===== config.mk =====
export PLATFORM = sky130hd
export DESIGN_NAME = link_tx_ctrl
export DESIGN_NICKNAME = d
export VERILOG_FILES = /design/src/rtl/link_pkg.sv /design/src/rtl/link_inv_enc.sv /design/src/rtl/link_rr_arb.sv /design/src/rtl/link_tx_ctrl.sv
export SDC_FILE = /design/constraint.sdc
export NUM_CORES = 1
export LEC_CHECK = 0
export BUFFER_PORTS_ARGS = -buffer_cell sky130_fd_sc_hd__buf_2
export CAP_MARGIN = 20
export CORE_UTILIZATION = 57
export CTS_CLUSTER_SIZE = 25
export DETAILED_ROUTE_END_ITERATION = 12
export PLACE_DENSITY = 0.82
export SLEW_MARGIN = 20
export SYNTH_ARGS = -nofsm -noshare
export SYNTH_HDL_FRONTEND = slang
export SYNTH_SLANG_ARGS = --single-unit

===== constraint.sdc =====
create_clock -name clk -period 6.95 [get_ports clk]
set_input_delay 0.695 -clock clk [delete_from_list [all_inputs] [get_ports clk]]
set_output_delay 0.695 -clock clk [all_outputs]
set_load 0.02 [all_outputs]

===== src/rtl/link_pkg.sv =====
// Shared constants and FSM state type for the link transmit controller.
package link_pkg;

   localparam int FLIT_W     = 32;
   localparam int HALF_W     = 16;
   localparam int INV_LO_BIT = 15;
   localparam int INV_HI_BIT = 31;

   typedef enum logic {
      ST_IDLE = 1'b0,
      ST_BUSY = 1'b1
   } state_t;

endpackage


===== src/rtl/link_inv_enc.sv =====
// Two-half coupling-invert encoder: each 16-bit half carries 15 payload bits
// plus an invert flag in its MSB, chosen against the previous word on the wires.
module link_inv_enc
   import link_pkg::*;
(
   input  logic [FLIT_W-1:0] x,
   input  logic [FLIT_W-1:0] y,
   output logic [FLIT_W-1:0] z
);

   function automatic logic [3:0] pop15(input logic [HALF_W-2:0] v);
      logic [3:0] n;
      n = '0;
      for (int i = 0; i < HALF_W - 1; i++) n = n + {3'b000, v[i]};
      return n;
   endfunction

   // The plain candidate {0, x[14:0]} is judged over all 15 adjacent pairs of
   // the half, flag wire included. Inverting flips every wire, so opposite
   // toggles (T2) become stable-differing pairs (T4stst) and vice versa.
   function automatic logic [HALF_W-1:0] enc_half(input logic [HALF_W-1:0] xh,
                                                  input logic [HALF_W-1:0] yh);
      logic [HALF_W-1:0] plain;
      logic [HALF_W-1:0] tog;
      logic [HALF_W-2:0] diff;
      logic [HALF_W-2:0] t2;
      logic [HALF_W-2:0] t4stst;
      plain  = {1'b0, xh[HALF_W-2:0]};
      tog    = plain ^ yh;
      diff   = plain[HALF_W-2:0] ^ plain[HALF_W-1:1];
      t2     = tog[HALF_W-2:0] & tog[HALF_W-1:1] & diff;
      t4stst = ~tog[HALF_W-2:0] & ~tog[HALF_W-1:1] & diff;
      if (pop15(t2) > pop15(t4stst)) return {1'b1, ~xh[HALF_W-2:0]};
      return plain;
   endfunction

   assign z = {enc_half(x[FLIT_W-1:HALF_W], y[FLIT_W-1:HALF_W]),
               enc_half(x[HALF_W-1:0],      y[HALF_W-1:0])};

endmodule


===== src/rtl/link_rr_arb.sv =====
// Two-requester round-robin arbiter; the priority pointer moves past the
// releasing owner on each release pulse.
module link_rr_arb (
   input  logic       clk,
   input  logic       rst_n,
   input  logic [1:0] req,
   input  logic       rel,
   input  logic       owner,
   output logic [1:0] gnt
);

   logic ptr;

   // NOTE: state flops use non-blocking assignments so every flop samples
   // pre-edge values regardless of block ordering.
   always_ff @(posedge clk or negedge rst_n) begin
      if (!rst_n)   ptr <= 1'b0;
      else if (rel) ptr <= ~owner;
   end

   // NOTE: gnt gets a default before the branches so no latch is inferred.
   always_comb begin
      gnt = 2'b00;
      if (req[ptr])       gnt[ptr]  = 1'b1;
      else if (req[~ptr]) gnt[~ptr] = 1'b1;
   end

endmodule


===== src/rtl/link_tx_ctrl.sv =====
// Packet-locked two-requester link transmitter with coupling-invert encoding.
// Optional LINK_TX_STATS_EN adds a saturating inv_count of invert flags sent.
module link_tx_ctrl
   import link_pkg::*;
#(
   parameter int MAX_PKT = 8
) (
   input  logic        clk,
   input  logic        rst_n,
   input  logic [1:0]  req_valid,
   input  logic [63:0] req_data,
   input  logic [1:0]  req_last,
   output logic [1:0]  req_ready,
   output logic [31:0] link_data,
   output logic        link_valid,
   input  logic        link_ready,
   output logic        pkt_err
`ifdef LINK_TX_STATS_EN
   ,
   output logic [15:0] inv_count
`endif
);

   state_t            state;
   logic              owner;
   logic [7:0]        flit_cnt;
   logic [1:0]        gnt;
   logic [FLIT_W-1:0] flit_sel;
   logic [FLIT_W-1:0] enc_word;
   logic              can_send;
   logic              accept;
   logic              last_sel;
   logic              cnt_hit;
   logic              release_pkt;

   assign can_send    = (state == ST_BUSY) && (!link_valid || link_ready);
   assign req_ready   = can_send ? (owner ? 2'b10 : 2'b01) : 2'b00;
   assign flit_sel    = owner ? req_data[63:32] : req_data[31:0];
   assign last_sel    = req_last[owner];
   assign accept      = |(req_ready & req_valid);
   assign cnt_hit     = (flit_cnt == 8'(MAX_PKT - 1));
   assign release_pkt = accept && (last_sel || cnt_hit);

   link_rr_arb u_arb (
      .clk   (clk),
      .rst_n (rst_n),
      .req   (req_valid),
      .rel   (release_pkt),
      .owner (owner),
      .gnt   (gnt)
   );

   // link_data is the encoder's reference, so it is kept after the sink takes it.
   link_inv_enc u_enc (
      .x (flit_sel),
      .y (link_data),
      .z (enc_word)
   );

   always_ff @(posedge clk or negedge rst_n) begin
      if (!rst_n) begin
         state      <= ST_IDLE;
         owner      <= 1'b0;
         flit_cnt   <= 8'd0;
         link_data  <= '0;
         link_valid <= 1'b0;
         pkt_err    <= 1'b0;
      end else begin
         if (accept) begin
            link_data  <= enc_word;
            link_valid <= 1'b1;
         end else if (link_ready) begin
            link_valid <= 1'b0;
         end
         case (state)
            ST_IDLE: begin
               if (|gnt) begin
                  owner    <= gnt[1];
                  flit_cnt <= 8'd0;
                  state    <= ST_BUSY;
               end
            end
            ST_BUSY: begin
               if (accept) begin
                  flit_cnt <= flit_cnt + 8'd1;
                  if (release_pkt)          state   <= ST_IDLE;
                  if (!last_sel && cnt_hit) pkt_err <= 1'b1;
               end
            end
            default: state <= ST_IDLE;
         endcase
      end
   end

`ifdef LINK_TX_STATS_EN
   logic [16:0] inv_sum;

   assign inv_sum = {1'b0, inv_count} + 17'(enc_word[INV_HI_BIT])
                                      + 17'(enc_word[INV_LO_BIT]);

   always_ff @(posedge clk or negedge rst_n) begin
      if (!rst_n)      inv_count <= 16'd0;
      else if (accept) inv_count <= inv_sum[16] ? 16'hFFFF : inv_sum[15:0];
   end
`endif

endmodule


==> Yosys cells after proc, flatten, opt, wreduce, memory -nomap -nowiden <==
Cells that the tools add are included.
W data, S select, Z words.
{ "totals": {"reg_bits": 45, "in_bits": 71, "output_inout_bits": 36, "elab_cells": 141} }
{ "op_classes": {"addsub": 57, "order_cmp": 7, "eq_ne": 3, "n_mux": 30, "n_bitwise": 22, "reduce_logical": 15} }
{ "op_table": {"columns": ["operator", "n"], "rows": [
  ["$add A4 B1 Y4", 52],
  ["$and A15 B15 Y15", 8],
  ["$not A15 Y15", 6],
  ["$mux W16", 4],
  ["$xor A15 B16 Y16", 2],
  ["$mux W31", 1],
  ["$xor A15 B14 Y15", 2],
  ["$mux W8", 2],
  ["$pmux W8 S2", 1],
  ["$mux W1", 15],
  ["$add A1 B1 Y2", 4],
  ["$add A8 B1 Y8 const B", 1],
  ["$eq A8 B3 Y1 const B", 1],
  ["$gt A4 B4 Y1", 2],
  ["$mux W2", 4],
  ["$lt A1 B2 Y1 const B", 3],
  ["$logic_and A1 B1 Y1", 5],
  ["$reduce_and A2 Y1", 2],
  ["$reduce_or A2 Y1", 2],
  ["$not A1 Y1", 3],
  ["$reduce_and A3 Y1", 1],
  ["$and A2 B2 Y2", 1],
  ["$demux W1 S1", 2],
  ["$ge A1 B1 Y1 const B", 2],
  ["other kinds (6)", 8]
]} }

==> Longest topological paths before layout <==
Gate-level depths: netlist of run 1.
{ "depth": {"ltp_word": 22, "ltp_mapped": 25} }

==> Modules after synthesis <==
From an unflattened synthesis of run 1, not the netlist that was laid out.
{ "unflattened": {"cells_unflattened": 585, "area_unflattened_um2": 5099.9} }
{ "modules_own_cells": {"columns": ["module", "instances", "cells_each", "area_per_inst_um2", "seq_area_each_um2"], "rows": [
  ["link_inv_enc", 1, 341, 2821.5, 0.0],
  ["link_tx_ctrl", 1, 239, 2220.9, 1101.1],
  ["link_rr_arb", 1, 5, 57.6, 25.0]
]} }

==> Least setup slack after synthesis of run 1 <==
Ideal clock, no wire load.
{ "synth_timing": {"path_type": "reg-to-reg", "startpoint": "register owner", "endpoint": "register link_data[17]", "setup_ns": 0.121, "t_arrival_ns": 5.469, "slack_ns": 1.360, "stages_incl_launch_ff": 24, "synth_period_minus_slack_ns": 5.590, "cell_sequence": "dfrtp_1 -> buf_6 -> buf_8 -> buf_8 -> mux2i_2 -> nand2b_1 -> o22ai_1 -> ha_1 -> inv_1 -> fa_1 -> fa_1 -> fa_1 -> fa_1 -> inv_1 -> ha_1 -> fa_1 -> inv_1 -> ha_1 -> nor2b_2 -> o211ai_2 -> a21oi_4 -> buf_8 -> xnor2_1 -> o21ai_2"} }
{ "synth_between": {"elab_chain_len": 22, "elab_cells_between_ends": 46, "classes_between": "add/sub: 28; order compare: 1; mux: 6; bitwise: 10; reduce/logical: 1"} }
{ "synth_rtl": {"columns": ["item", "line_no", "rtl"], "rows": [
  ["start: declaration", "link_tx_ctrl.sv:25", "logic owner;"],
  ["start signal: assignment", "link_tx_ctrl.sv:78", "owner <= gnt[1];"],
  ["$mux W31", "link_tx_ctrl.sv:38", "assign flit_sel = owner ? req_data[63:32] : req_data[31:0];"],
  ["$xor A15 B16 Y16", "link_inv_enc.sv:29", "tog = plain ^ yh;"],
  ["$not A15 Y15", "link_inv_enc.sv:32", "t4stst = ~tog[HALF_W-2:0] & ~tog[HALF_W-1:1] & diff;"],
  ["$and A15 B15 Y15 (2 in series)", "link_inv_enc.sv:32", null],
  ["$add A1 B1 Y2", "link_inv_enc.sv:14", "for (int i = 0; i < HALF_W - 1; i++) n = n + {3'b000, v[i]};"],
  ["$add A4 B1 Y4 (13 in series)", "link_inv_enc.sv:14", null],
  ["$gt A4 B4 Y1", "link_inv_enc.sv:33", "if (pop15(t2) > pop15(t4stst)) return {1'b1, ~xh[HALF_W-2:0]};"],
  ["$mux W1", "link_inv_enc.sv:33", null],
  ["$mux W16", "link_inv_enc.sv:34", "return plain;"],
  ["end signal: assignment", "link_tx_ctrl.sv:70", "link_data <= enc_word;"],
  ["end: declaration", "link_tx_ctrl.sv:14", "output logic [31:0] link_data,"]
]} }
Parallel ways exist; a longest one is shown, timed or not. The select of a mux whose other input is x is not followed.
A chain may end at the register's enable or synchronous reset.

==> Worst setup path in the final report of run 1 <==
{ "layout_timing": {"startpoint": "register owner", "endpoint": "register link_data[24]"} }
Same word-level chain as after synthesis.

==> flow_metrics.tcl, run 1 <==
set metrics [dict create \
    worstMarginPinSlew_ns 0.826 \
    synthTopCellsByCount "inv_1 (47), nand2_1 (46), dfrtp_1 (45), nor2b_1 (40), fa_1 (36)" \
    fin_crit_ns 6.41 \
    post_cts_buffers 0 \
    post-route-period-util_pct 92.2 \
    yosysSeqAreaShare_pct 21.0 \
    die-area_mm2 0.00978 \
    n_antenna_cell 0 \
    drt-wirelength-per-cell_um 15.9 \
    drive_above_1_share_pct 25.5 \
    tns_ns 0 \
    numClockSinks 45 \
    cts_tree "yes" \
    finalHoldViolCount 0 \
    syn_area_mm2 0.00535 \
    route.detailed.drc 0 \
    syn2layout_area_growth_pct 12.1 \
    start_kind "flop" \
    drt_iter0_markers 240 \
    grt_pass1_wl_mm 20.3 \
    cts_buffers 5 \
    synth_seq_cells 45 \
    ctsHoldBuffers 0 \
    max_slew_margin_pct 44.9 \
    netlist_instances 562 \
    fin_nets 799 \
    grt_overflow_total 0 \
    finalClockSkew_ns 0.0104 \
    synth_edf_count 0 \
    grt.total_usage_pct 25.8 \
    status "finished clean" \
    avgSynthCellArea_um2 9.52 \
    cts_resized 0 \
    drt_pass1_iterations 4 \
    rsz0062_at_grt "no" \
    grt_pass1_vias 4563 \
    dpl.hpwl_mm 9.68 \
    cts_buffer_depth 2 \
    core_mm2 0.00889 \
    fmax_mhz 156 \
    wl_mm 12.2 \
    die_w_um 98.9 \
    crit_path_end_kind "flop" \
    yosysTopAreaCellShare_pct 21.0 \
    synth_area_leaders "dfrtp_1 (21%), fa_1 (13%), ha_1 (7.7%)" \
    hold_path_class "input port to async pin" \
    htreeDepth 2 \
    via_per_inst 5.71 \
    setup-violations-final 0 \
    via_count 4389 \
    yosysWarnings 0 \
    crit_arrival_ns 6.57 \
    fin_util_pct 67.5 \
    ant_nets 0 \
    portBuffers 102 \
    path_clk_slew_ns 0.10 \
    grt_max_degree 78 \
    synth.distinct_cells 43 \
    insertion_delay_ns 0.31 \
    row_count 34 \
    synth_most_common_cell "inv_1" \
    die_h_um 98.9 \
    synth_top_area_cell "dfrtp_1" \
    cts_root_buf "clkbuf_8" \
    start_util_pct 60.2 \
    syn_nets 702 \
    crit_fanout 21 \
    io_pins 107 \
    async_reset_ff_share_pct 100 \
    slew_violations 0 \
    ys.flop_type "dfrtp_1" \
    drv_cap 0 \
    worstPathRequired_ns 7.11 \
    critPathKind "flop to flop" \
    antenna_found_initial 0 \
    gp_congestion 0.843 \
]
-- final timing paths --
| kind | startpoint | end | slack [ns] | depth (start not counted) |
|---|---|---|---|---|
| max in group asynchronous | rst_n | owner | 6.04 | 2 |
| setup / recovery | owner | link_data[24] | 0.54 | 18 |
| setup reg to reg | owner | link_data[24] | 0.54 | 18 |
| hold / removal | rst_n | link_data[24] | 0.47 | 2 |
| hold reg to reg | pkt_err | pkt_err | 0.48 | 1 |
| min in group clk | pkt_err | pkt_err | 0.48 | 1 |
-- kinds of logic (layout without fill, tap and decap cells) --
group	count (synthesis)	count (layout)	share of synthesized area, %
and+or+nand+nor	180	180	18.7
AOI/OAI and AO/OA	116	116	14.8
DFF	45	45	21.0
xor gates and xnor gates	41	41	6.71
adders and majority gates	69	69	21.2
muxes	48	48	11.5
buffers and inverters	63	161	6.13
-- layer usage --
metal	track usage, %	vias to the layer above	part of all wire (%)
li1	-	2139	-
met1	32.8	2115	45
met2	45.3	112	49
met3	3.33	23	3.4
met4	9.30	0	2.2
met5	0	-	0
-- flip-flops by register name, summed over array words and instances (netlist names) --
name / cells
link_data: 32
flit_cnt: 8
link_valid: 1
owner: 1
pkt_err: 1
state: 1
u_arb.ptr: 1
-- layout make-up --
type | count | area [um^2]
fill | 716 | 2890
inverter | 47 | 176
clock inverter | 2 | 38.8
clock buffer | 6 | 72.6
timing repair buffer | 106 | 553
tap | 108 | 135
multi-input combinational | 454 | 3900
sequential | 45 | 1130
-- per-stage QoR --
stage               cell area, um^2  worst slack, ns  instances  hold WS, ns
floorplan                      5350             1.36        562        0.399
global placement               5890            0.745        760        0.436
global route                   6000            0.189        768        0.495
finish                         6000            0.543        768        0.466
detailed placement             5890            0.555        760        0.454
CTS                            6000            0.517        768        0.481
-- critical path, stage by stage, from the launching register on --
cell      delay [ns]
dfrtp_2         0.75
buf_12          0.26
mux2_4          0.36
nor4b_1         0.31
a31oi_1         0.12
fa_1            0.63
fa_1            0.47
fa_1            0.54
fa_1            0.55
inv_1           0.04
ha_1            0.22
fa_1            0.50
inv_1           0.05
ha_1            0.28
nor2b_2         0.15
o211ai_2        0.12
a21oi_4         0.61
xor2_1          0.19
o21ai_0         0.09
-- layout by cell type (no fill, tap or decap), drive strengths merged, types with 7 or more instances in the layout --
cell type    n
a31oi        7
inv         48
dfrtp       45
and2        14
buf        106
mux2i       23
xor2        12
a21oi       10
xnor2       29
nand2b      16
nand2       46
a21o        11
o22ai       12
ha          33
nor2        29
mux2        25
a22oi       32
nor2b       42
fa          36
o21ai       42
Power of run 1 is not shown: default switching activity piles up to over one toggle a cycle in this logic, so the estimate is an artifact.
==> inputs of run 2 (changes only) <==
ABC_AREA = 1   (was unset)
SYNTH_HIERARCHICAL = 1   (was unset)
==> flow_metrics.tcl, run 2 <==
set metrics [dict create \
    cts_buffer_depth 2 \
    numClockSinks 45 \
    layout_setup_ws_ns 0.612 \
    gp_congestion 0.879 \
    r2r_cells 24 \
    crit_path_max_incr_delay_ns 0.56 \
    critical_path_depth 24 \
    insertion_delay_ns 0.30 \
    grt_pass1_vias 4774 \
    path_buf_inv 4 \
    drive_above_1_share_pct 15.3 \
    via_count 4913 \
    slew_violations 0 \
    cts_root_buf "clkbuf_8" \
    tns_ns 0 \
    start_util_pct 58.6 \
    regMostFlops "link_data" \
    finalClockSkew_ns 0.00867 \
    cts_buffers 5 \
    cts_tree "yes" \
    wl_mm 12.6 \
    core_mm2 0.00920 \
    dpl-instance-area_mm2 0.00575 \
    netlist_instances 772 \
    portBuffers 102 \
    place_ws_ns 0.685 \
    yosysWarnings 6 \
    finalHoldViolCount 0 \
    status "finished clean" \
    final_area_mm2 0.00585 \
    rsz0062_at_grt "no" \
    route.detailed.drc 0 \
    die-area_mm2 0.00984 \
    hold_path_class "input port to async pin" \
    drt-wirelength-per-cell_um 13.3 \
    fin_crit_ns 6.34 \
    syn_nets 903 \
    ctsHoldBuffers 0 \
    final_cell_mix "nand2_1 (306), buf_2 (101), inv_1 (97)" \
    max_slew_margin_pct 59.3 \
    grt_max_degree 46 \
    crit_path_end_kind "flop" \
    ant_nets 0 \
    row_count 35 \
    final_common_cell "nand2_1" \
    fin_nets 965 \
    dpl.hpwl_mm 9.82 \
    path_clk_slew_ns 0.09 \
    worstPathRequired_ns 7.19 \
    htreeDepth 2 \
    avgSynthCellArea_um2 6.98 \
    die_w_um 99.2 \
    syn_area_mm2 0.00539 \
    drt_pass1_iterations 5 \
    grt_overflow_total 0 \
    syn2layout_area_growth_pct 8.66 \
    drv_cap 0 \
    grt_pass1_wl_mm 21.1 \
    start_kind "flop" \
    fmax_mhz 158 \
    path_common_cell "nand2_1" \
    cpLargestDelayFamily "adder cells" \
    crit_arrival_ns 6.58 \
    antenna_found_initial 0 \
    setup-violations-final 0 \
    rrSetupSlack_ns 0.61 \
    largest_reg_flops 32 \
    die_h_um 99.2 \
    fin_util_pct 63.6 \
    via_per_inst 5.19 \
    cp_cell_sequence "inv_2, nand2_1, nand2_1, xor2_1, nand2_1, nor2_1, fa_1, inv_1, fa_1, fa_1, inv_1, fa_1, fa_1, fa_1, xor2_1, ha_1, nand2_1, inv_2, nand3_2, nand2_4, nand2_1, nand2_1, nand2_1, nand2_1" \
    grt.total_usage_pct 26.7 \
    n_antenna_cell 0 \
    io_pins 107 \
    top_regs "link_data (32), flit_cnt (8)" \
    crit_fanout 32 \
    post-route-period-util_pct 91.2 \
    critPathSlowestCell "fa_1" \
    post_cts_buffers 0 \
    drt_iter0_markers 180 \
    cts_resized 0 \
    critPathKind "flop to flop" \
    worstMarginPinSlew_ns 0.611 \
]
run 2: path summary, 6_finish.rpt:
path,from,to
max in group asynchronous,rst_n,link_data[17]
min,rst_n,link_data[27]
max reg2reg,owner,link_data[21]
max,owner,link_data[21]
min in group clk,pkt_err,pkt_err
min reg2reg,pkt_err,pkt_err
run 2: metal layers:
layer	routed length, um	track usage, %
met1	5240	31.4
met2	6620	50.4
met3	543	3.16
met4	189	8.71
met5	0	0
run 2: area by class of cell:
cell class	count	area, um^2
timing repair buffer	103	520
multi-input combinational	578	3590
clock inverter	2	13.8
tap	111	139
clock buffer	6	82.6
inverter	101	382
fill	840	3340
sequential	45	1130
run 2: worst reg2reg max path: stages, from the launching register on:
cell     delay [ns]
dfrtp_1        0.39
inv_2          0.44
nand2_1        0.14
nand2_1        0.24
xor2_1         0.32
nand2_1        0.10
nor2_1         0.16
fa_1           0.43
inv_1          0.09
fa_1           0.43
fa_1           0.56
inv_1          0.07
fa_1           0.52
fa_1           0.48
fa_1           0.40
xor2_1         0.17
ha_1           0.27
nand2_1        0.06
inv_2          0.06
nand3_2        0.31
nand2_4        0.33
nand2_1        0.10
nand2_1        0.08
nand2_1        0.05
nand2_1        0.08
run 2: stage by stage:
step | hold WS (ns) | cells
2_1_floorplan | 0.399 | 772
3_3_place_gp | 0.472 | 938
3_5_place_dp | 0.501 | 938
4_1_cts | 0.523 | 946
5_1_grt | 0.417 | 946
6_report | 0.381 | 946
Power of run 2 is left out for the same reason.
==> inputs of run 3 (changes only) <==
PLACE_DENSITY = unset   (was 0.82)
PLACE_DENSITY_LB_ADDON = 0.12   (was unset)
==> flow_metrics.tcl, run 3 (synthesis results as in run 2) <==
set metrics [dict create \
    status "finished clean" \
    cts_resized 0 \
    die_h_um 99.2 \
    final_common_cell "nand2_1" \
    top_regs "link_data (32), flit_cnt (8)" \
    slew_violations 0 \
    grt.total_usage_pct 27.2 \
    grt_max_degree 46 \
    io_pins 107 \
    grt_overflow_total 0 \
    dpl.hpwl_mm 9.80 \
    path_clk_slew_ns 0.10 \
    syn2layout_area_growth_pct 9.80 \
    fin_nets 968 \
    finalClockSkew_ns 0.00558 \
    insertion_delay_ns 0.31 \
    crit_fanout 36 \
    max_slew_margin_pct 57.7 \
    largest_reg_flops 32 \
    setup-violations-final 0 \
    hold_path_class "input port to async pin" \
    grt_pass1_vias 4679 \
    cts_root_buf "clkbuf_8" \
    cts_tree "yes" \
    cts_buffer_depth 2 \
    rsz0062_at_grt "no" \
    start_kind "flop" \
    post-route-period-util_pct 90.3 \
    gp_congestion 0.846 \
    antenna_found_initial 0 \
    worstMarginPinSlew_ns 0.635 \
    regMostFlops "link_data" \
    drt_iter0_markers 177 \
    fmax_mhz 159 \
    cts_buffers 5 \
    portBuffers 102 \
    critPathKind "flop to flop" \
    post_cts_buffers 0 \
    via_count 4869 \
    worstPathRequired_ns 7.20 \
    crit_arrival_ns 6.53 \
    dp_cells 941 \
    final_cells 949 \
    tns_ns 0 \
    htreeDepth 2 \
    route.detailed.drc 0 \
    drv_cap 0 \
    drt-wirelength-per-cell_um 13.4 \
    start_util_pct 58.6 \
    row_count 35 \
    wl_mm 12.7 \
    core_mm2 0.00920 \
    die-area_mm2 0.00984 \
    ctsHoldBuffers 0 \
    final_cell_mix "nand2_1 (306), buf_2 (102), inv_1 (97)" \
    n_antenna_cell 0 \
    ant_nets 0 \
    finalHoldViolCount 0 \
    grt_pass1_wl_mm 21.6 \
    via_per_inst 5.13 \
    drt_pass1_iterations 5 \
    die_w_um 99.2 \
    numClockSinks 45 \
    drive_above_1_share_pct 15.6 \
    fin_crit_ns 6.27 \
    crit_path_end_kind "flop" \
]
## run 3: worst paths after layout
kind / startpoint / to / slack [ns] / cells past startpoint
min in group clk: link_data[16] / link_data[16] / 0.52 / 2
worst min-delay path: rst_n / link_data[30] / 0.47 / 2
worst max register to register: owner / link_data[2] / 0.68 / 24
max in group asynchronous: rst_n / link_data[18] / 6.05 / 2
worst min register to register: link_data[16] / link_data[16] / 0.52 / 2
worst max-delay path: owner / link_data[2] / 0.68 / 24
## run 3: cell type report
class,instances,area [um^2]
fillers,856,3280
inverters,101,382
flip-flops and latches,45,1130
clock buffers,5,68.8
well taps,111,139
multi-input cells,578,3590
repair buffers,106,541
clock inverters,3,68.8
## run 3: worst max-delay path, cell delays in order (launching register included)
cell	delay, ns
dfrtp_1	0.37
buf_4	0.37
nand2_1	0.09
nand2_1	0.22
xor2_1	0.20
inv_1	0.09
nor3_1	0.27
fa_1	0.49
inv_1	0.10
fa_1	0.42
fa_1	0.55
inv_1	0.07
fa_1	0.51
fa_1	0.47
fa_1	0.40
xor2_1	0.17
ha_1	0.28
nand2_1	0.06
inv_2	0.06
nand3_2	0.35
nand2_4	0.36
nand2_1	0.09
nand2_1	0.07
nand2_1	0.05
nand2_1	0.08
## run 3: metal layers
metal | share of wire, % | GRT usage (%) | up-vias
met1 | 45 | 35.8 | 2261
met5 | 0 | 0 | -
met3 | 4.0 | 2.74 | 13
met2 | 50 | 48.8 | 131
met4 | 0.96 | 5.43 | 0
li1 | - | - | 2464
## run 3: stage by stage
| stage | util (%) | worst slack (ns) | area, um^2 | hold WS [ns] |
|---|---|---|---|---|
| 2_1_floorplan | - | 1.32 | 5390 | 0.399 |
| 3_3_place_gp | 62.8 | 0.820 | 5780 | 0.472 |
| 3_5_place_dp | 62.8 | 0.687 | 5780 | 0.498 |
| 4_1_cts | 64.3 | 0.668 | 5910 | 0.492 |
| 5_1_grt | 64.3 | 0.193 | 5910 | 0.511 |
| 6_report | 64.3 | 0.676 | 5910 | 0.472 |
Power of run 3 is left out for the same reason.
